### config.mk
export PLATFORM = sky130hd
export DESIGN_NAME = fft_output_reorder
export DESIGN_NICKNAME = d
export VERILOG_FILES = /design/src/rtl/fft_pkg.sv /design/src/rtl/fft_reorder_bank.sv /design/src/rtl/fft_output_reorder.sv
export SDC_FILE = /design/constraint.sdc
export NUM_CORES = 2
export LEC_CHECK = 0
export BUFFER_PORTS_ARGS = -buffer_cell sky130_fd_sc_hd__buf_2
export CAP_MARGIN = 30
export CORE_AREA = 2 2 452 454
export CTS_BUF_LIST = sky130_fd_sc_hd__clkbuf_4 sky130_fd_sc_hd__clkbuf_8
export CTS_CLUSTER_DIAMETER = 40
export DETAILED_ROUTE_END_ITERATION = 6
export DIE_AREA = 0 0 454 456
export PLACE_DENSITY = 0.7
export SYNTH_ARGS = -nofsm -noshare
export SYNTH_HDL_FRONTEND = slang
export SYNTH_SLANG_ARGS = --single-unit
### constraint.sdc
create_clock -name clk -period 3.5 [get_ports clk]
set_input_delay 0.7 -clock clk [delete_from_list [all_inputs] [get_ports clk]]
set_output_delay 0.7 -clock clk [all_outputs]
set_load 0.02 [all_outputs]
### src/rtl/fft_pkg.sv
// Shared FFT constants, read-FSM state type and the bin-index bit-reversal helper.
// Used by the output reorder buffer and by the butterfly stage modules.
package fft_pkg;

  localparam int FFT_N      = 32;
  localparam int FFT_LOG2N  = 5;
  localparam int FFT_DATA_W = 19;

  typedef enum logic [0:0] {
    RD_IDLE  = 1'b0,
    RD_DRAIN = 1'b1
  } rd_state_e;

  function automatic logic [FFT_LOG2N-1:0] bitrev(input logic [FFT_LOG2N-1:0] idx);
    logic [FFT_LOG2N-1:0] rev;
    rev = {FFT_LOG2N{1'b0}};
    for (int b = 0; b < FFT_LOG2N; b++) begin
      rev[b] = idx[FFT_LOG2N-1-b];
    end
    return rev;
  endfunction

endpackage

### src/rtl/fft_reorder_bank.sv
// One frame of complex samples: synchronous write port, asynchronous read port.
// Contents are deliberately not reset; the full flags in the top guard every read.
module fft_reorder_bank
  import fft_pkg::*;
#(
  parameter int N  = FFT_N,
  parameter int AW = FFT_LOG2N,
  parameter int W  = 2 * FFT_DATA_W
) (
  input  logic          clk,
  input  logic          we,
  input  logic [AW-1:0] waddr,
  input  logic [W-1:0]  wdata,
  input  logic [AW-1:0] raddr,
  output logic [W-1:0]  rdata
);

  logic [W-1:0] mem_q [N];

  always_ff @(posedge clk) begin
    if (we) begin
      mem_q[waddr] <= wdata;
    end
  end

  assign rdata = mem_q[raddr];

endmodule

### src/rtl/fft_output_reorder.sv
// Ping-pong reorder buffer: frames arrive in bit-reversed order and leave in natural
// bin order; one bank fills while the other drains, with no bubble between frames.
module fft_output_reorder
  import fft_pkg::*;
#(
  parameter int DATA_W = FFT_DATA_W,
  parameter int LOG2N  = FFT_LOG2N
) (
  input  logic              clk,
  input  logic              rst,
  input  logic              valid_i,
  input  logic [DATA_W-1:0] data_in_r,
  input  logic [DATA_W-1:0] data_in_i,
  output logic              valid_o,
  output logic [DATA_W-1:0] data_out_r,
  output logic [DATA_W-1:0] data_out_i,
  output logic [LOG2N-1:0]  idx_o,
  output logic              sop_o
);

  localparam int N = 1 << LOG2N;
  localparam logic [LOG2N-1:0] CNT_ZERO = {LOG2N{1'b0}};
  localparam logic [LOG2N-1:0] CNT_ONE  = {{(LOG2N-1){1'b0}}, 1'b1};
  localparam logic [LOG2N-1:0] CNT_LAST = {LOG2N{1'b1}};

  logic [LOG2N-1:0]    wr_cnt_q, wr_cnt_d;
  logic                wr_bank_q, wr_bank_d;
  logic [1:0]          full_q, full_d;
  logic                wr_wrap_s;
  rd_state_e           state_q, state_d;
  logic [LOG2N-1:0]    rd_cnt_q, rd_cnt_d;
  logic                rd_bank_q, rd_bank_d;
  logic                emit_s, emit_bank_s, emit_last_s;
  logic [LOG2N-1:0]    emit_addr_s;
  logic [2*DATA_W-1:0] rdata_s [2];
  logic [2*DATA_W-1:0] rd_word_s;
  logic [1:0]          we_s;
  logic [LOG2N-1:0]    waddr_s;

  logic                valid_q, valid_d;
  logic [DATA_W-1:0]   data_r_q, data_r_d;
  logic [DATA_W-1:0]   data_i_q, data_i_d;
  logic [LOG2N-1:0]    idx_q, idx_d;
  logic                sop_q, sop_d;

  assign waddr_s = bitrev(wr_cnt_q);
  assign we_s[0] = valid_i & ~wr_bank_q;
  assign we_s[1] = valid_i & wr_bank_q;

  fft_reorder_bank #(.N(N), .AW(LOG2N), .W(2*DATA_W)) u_bank0 (
    .clk   (clk),
    .we    (we_s[0]),
    .waddr (waddr_s),
    .wdata ({data_in_r, data_in_i}),
    .raddr (emit_addr_s),
    .rdata (rdata_s[0])
  );

  fft_reorder_bank #(.N(N), .AW(LOG2N), .W(2*DATA_W)) u_bank1 (
    .clk   (clk),
    .we    (we_s[1]),
    .waddr (waddr_s),
    .wdata ({data_in_r, data_in_i}),
    .raddr (emit_addr_s),
    .rdata (rdata_s[1])
  );

  // Write side: count accepted samples, close the bank on wrap.
  always_comb begin
    wr_cnt_d  = wr_cnt_q;
    wr_bank_d = wr_bank_q;
    wr_wrap_s = 1'b0;
    if (valid_i) begin
      wr_cnt_d = wr_cnt_q + CNT_ONE;
      if (wr_cnt_q == CNT_LAST) begin
        wr_wrap_s = 1'b1;
        wr_bank_d = ~wr_bank_q;
      end else begin
        wr_wrap_s = 1'b0;
      end
    end else begin
      wr_cnt_d = wr_cnt_q;
    end
  end

  // A bank's last read and a new frame completing never hit the same bank.
  always_comb begin
    full_d = full_q;
    if (emit_last_s) begin
      full_d[emit_bank_s] = 1'b0;
    end else begin
      full_d = full_q;
    end
    if (wr_wrap_s) begin
      full_d[wr_bank_q] = 1'b1;
    end else begin
      full_d[wr_bank_q] = full_d[wr_bank_q];
    end
  end

  // Next-state logic. IDLE emits bin 0 directly so the first bin lands one cycle
  // after the frame completes; the freshly closed bank is the one not being written.
  always_comb begin
    state_d     = state_q;
    rd_cnt_d    = rd_cnt_q;
    rd_bank_d   = rd_bank_q;
    emit_s      = 1'b0;
    emit_bank_s = rd_bank_q;
    emit_addr_s = rd_cnt_q;
    case (state_q)
      RD_IDLE: begin
        if (full_q != 2'b00) begin
          emit_s      = 1'b1;
          emit_bank_s = full_q[~wr_bank_q] ? ~wr_bank_q : wr_bank_q;
          emit_addr_s = CNT_ZERO;
        end else begin
          emit_s = 1'b0;
        end
      end
      RD_DRAIN: begin
        emit_s      = 1'b1;
        emit_bank_s = rd_bank_q;
        emit_addr_s = rd_cnt_q;
      end
      default: begin
        state_d = RD_IDLE;
      end
    endcase

    emit_last_s = emit_s && (emit_addr_s == CNT_LAST);

    if (emit_s) begin
      if (emit_last_s) begin
        if (full_q[~emit_bank_s]) begin
          state_d   = RD_DRAIN;
          rd_bank_d = ~emit_bank_s;
          rd_cnt_d  = CNT_ZERO;
        end else begin
          state_d  = RD_IDLE;
          rd_cnt_d = CNT_ZERO;
        end
      end else begin
        state_d   = RD_DRAIN;
        rd_bank_d = emit_bank_s;
        rd_cnt_d  = emit_addr_s + CNT_ONE;
      end
    end else begin
      state_d = state_q;
    end
  end

  // Output next values; data and index hold while idle.
  always_comb begin
    rd_word_s = emit_bank_s ? rdata_s[1] : rdata_s[0];
    valid_d   = emit_s;
    sop_d     = 1'b0;
    data_r_d  = data_r_q;
    data_i_d  = data_i_q;
    idx_d     = idx_q;
    if (emit_s) begin
      sop_d    = (emit_addr_s == CNT_ZERO);
      data_r_d = rd_word_s[2*DATA_W-1:DATA_W];
      data_i_d = rd_word_s[DATA_W-1:0];
      idx_d    = emit_addr_s;
    end else begin
      sop_d = 1'b0;
    end
  end

  // State registers.
  always_ff @(posedge clk) begin
    if (!rst) begin
      wr_cnt_q  <= CNT_ZERO;
      wr_bank_q <= 1'b0;
      full_q    <= 2'b00;
      state_q   <= RD_IDLE;
      rd_cnt_q  <= CNT_ZERO;
      rd_bank_q <= 1'b0;
    end else begin
      wr_cnt_q  <= wr_cnt_d;
      wr_bank_q <= wr_bank_d;
      full_q    <= full_d;
      state_q   <= state_d;
      rd_cnt_q  <= rd_cnt_d;
      rd_bank_q <= rd_bank_d;
    end
  end

  // Output registers.
  always_ff @(posedge clk) begin
    if (!rst) begin
      valid_q  <= 1'b0;
      sop_q    <= 1'b0;
      idx_q    <= CNT_ZERO;
      data_r_q <= {DATA_W{1'b0}};
      data_i_q <= {DATA_W{1'b0}};
    end else begin
      valid_q  <= valid_d;
      sop_q    <= sop_d;
      idx_q    <= idx_d;
      data_r_q <= data_r_d;
      data_i_q <= data_i_d;
    end
  end

  assign valid_o    = valid_q;
  assign sop_o      = sop_q;
  assign idx_o      = idx_q;
  assign data_out_r = data_r_q;
  assign data_out_i = data_i_q;

endmodule

==> results.yml <==
status:
  outcome: "complete, but fails checks"
  violations: "DRC"
worst_setup_path:
  r2r_start: "rd_cnt_q[0]"
  reg2reg_slack_ns: 0.22
  required_ns: 4.42
  start_kind: "flop"
  arrival_ns: 4.20
  end_kind: "flop"
  cp_max_fo: 55
  crit_type: "flop to flop"
  rr_endpoint: "data_out_r[1]"
  reg2regPathDepth: 7
route:
  final_antenna_net_count: 0
  vias: 62830
  route.detailed.drc: 4
  vias_per_cell: 6.505
  drt_wl_total_um: 297800
  wl_per_cell_um: 30.84
  first_pass_iters: 7
  drt_iter0_drc: 8813
yosys:
  synth_edf_count: 2432
  synthMuxAreaShare: 0.07338
  synth_compound_area_frac: 0.1223
  ys_seq_area_frac: 0.7387
  synth-main-ff-cell: "edfxtp_1"
  syn_nets: 6290
  synth_cells: 6239
  yosysWarnings: 0
  synth_area_per_cell_um2: 16.11
  ys_types: 83
  syn_area_um2: 100500
  synth_xor_area_frac: 0.0002615
  synth_simple_gate_area_frac: 0.03900
  yosys_register_bits: 2492
  synth.area.top_cells: "edfxtp_1 (73%), mux2i_1 (4.3%), a21oi_1 (2.1%)"
  synth_top_family_by_area: "compound AO/OA/AOI/OAI gates"
  yosys.area.top_type_share: 0.7268
  synth-async-reset-ratio: 0
  synth_fa_ha_area_frac: 0.001345
  synth_largest_area_cell: "edfxtp_1"
placed_design:
  dp.cells: 8925
  globalplace.congestion: 0.8906
  dp_hpwl_um: 176100
  port_buffers: 85
final_layout:
  stdcell_count: 9658
  fillers: 15180
  seqCellArea_um2: 74250
  fin_nets: 6717
  multiInputGateArea_um2: 24310
  drive_gt1_frac: 0.2109
  syn2layout_area_growth_pct: 14.04
  fin_util: 0.5681
timing:
  fin_crit_ns: 3.284
  hold_viol_final: 0
  fin_crit_sh: 0.9384
  setup_viol: 0
  grt_setup_unrepaired: "no"
  tns_ns: 0
  slew-limit-headroom: 0.2536
  worst_pin_slew_ns: 1.115
  clock_skew_ns: 0.05243
  slew_violations: 0
  fmax_mhz: 304.5
floorplan:
  dieArea_um2: 207000
  row_count: 165
  die_y_um: 456
  dieWidth_um: 454
  ioPinCount: 86
  fp.coreArea_um2: 201700
  initial_utilization: 0.4982
cts:
  cts_max_level: 5
  clk_latency_ns: 1.09
  root_buffer: "clkbuf_8"
  cts_resized: 0
  cts.clk_slew.worst_paths_ns: 0.06
  ctsHoldBuffers: 8
  cts_tree: "yes"
  cts_buffer_depth: 4
  cts_buffers: 398
  cts_setup_buffers: 0
  clkSinkCount: 2492
pwr:
  power_density_nw_per_um2: 514.8
  p_leak_nw: 35.41
  switching_power_mw: 12.50
  internal_power_mw: 46.50
  p_clk_frac: 0.417
  pwr-share-seq: 0.557
  total_power_mw: 59.00
  p_comb_frac: 0.025
  peakVddDrop_mv: 0.3001
  switching_share: 0.2119
min_path:
  worstHoldPathCells: 1
  hold_end: "u_bank1.mem_q[8][10]"
  hp-class: "input port to flop"
  min_from: "data_in_i[10]"
global_routing:
  antenna_found_initial: 25
  grt_pass1_vias: 60490
  gr-usage-all-layers: 0.2818
  grt.overflow.total: 0
  grt_max_degree: 81
  grt_pass1_wl_um: 424400
run:
  drv_cap: 0
## synth_stat cells, types with 76 or more instances
cell type  count
mux2i_1      434
a21oi_1      414
clkbuf_1     163
a22oi_1      126
o221ai_1      92
o21ai_0      253
edfxtp_1    2432
nor2b_1       91
buf_2        175
nor2_1       197
nand2_1      350
buf_4         76
a211oi_1     124
mux2_2       165
## routing by layer
metal	GRT usage	part of all wire	vias up	wire, µm
li1	-	-	26010	-
met1	0.3851	0.38	31810	113100
met2	0.4319	0.46	4305	137300
met3	0.06447	0.11	699	33950
met4	0.1262	0.045	6	13470
met5	0	0.00013	-	39
## cells by family (layout without fill, tap and decap cells)
family | count (synthesis) | in the layout
AND/OR/NAND/NOR | 853 | 853
other | 0 | 15
multiplexers | 651 | 651
XOR/XNOR | 3 | 3
adder cells (fa/ha/maj) | 11 | 11
AO/OA/AOI/OAI | 1746 | 1746
buffers and inverters | 483 | 1215
flip-flops | 2492 | 2492
## sequential cells by signal, indices dropped and copies added (netlist names)
register,cells
data_out_r,19
state_q,1
rd_bank_q,1
valid_o,1
u_bank0.mem_q,1216
data_out_i,19
wr_bank_q,1
u_bank1.mem_q,1216
rd_cnt_q,5
full_q,2
wr_cnt_q,5
idx_o,5
sop_o,1
## worst max-delay path by stage
stage,depth (start not counted),start,to
finish,7,rd_cnt_q[0],data_out_r[1]
global route,7,rd_cnt_q[0],data_out_i[3]
CTS,7,rd_cnt_q[0],data_out_i[3]
detailed placement,9,rd_cnt_q[0],data_out_r[13]
global placement,7,rd_cnt_q[0],data_out_i[3]
floorplan,3,valid_i,u_bank1.mem_q[23][0]
## layout make-up
type                       instances  share of cell area
sequential                      2492              0.6479
multi-input combinational       3264              0.2122
clock buffer                     545             0.05847
timing repair buffer             494             0.04191
tap                             2672             0.02918
clock inverter                   160            0.009325
inverter                          16           0.0006770
antenna                           15           0.0003276
## critical path: stages (launching register included)
cell and delay, ns:
dfxtp_4 0.90, inv_8 0.26, buf_12 0.29, o211ai_1 0.25, o21a_1 0.16, o221ai_1 0.24
a211oi_1 0.75, o32ai_1 0.20
## power by group through the flow
stage	sequential, mW	clock (mW)	combinational [mW]
final	32.9	24.6	1.50
after global routing	32.9	26.0	1.55
after CTS	32.9	24.8	1.44
after detailed placement	33.5	0	1.43
after global placement	33.5	0	1.37
after floorplan	33.5	0	0.432
## per-stage QoR
stage	setup slack (ns)	instance area [µm²]	hold slack, ns
after global placement	0.3907	106500	0.5206
after global routing	0.1205	114600	0.07002
after CTS	0.3457	114400	0.02417
after detailed placement	0.3622	106600	0.5274
after floorplan	0.1036	100500	0.4867
final	0.2157	114600	0.1151
## cells in the final DEF, fill, tap and decap left out, drive strengths merged, types with 92 or more instances in the layout
cell       n
clkinv   131
o221ai    92
mux2i    434
mux2     165
a211oi   126
nor2     199
edfxtp  2432
nand2    352
a22oi    126
clkbuf   545
o21ai    254
a21oi    414
buf      486
Power figures use the tool's default switching activity.
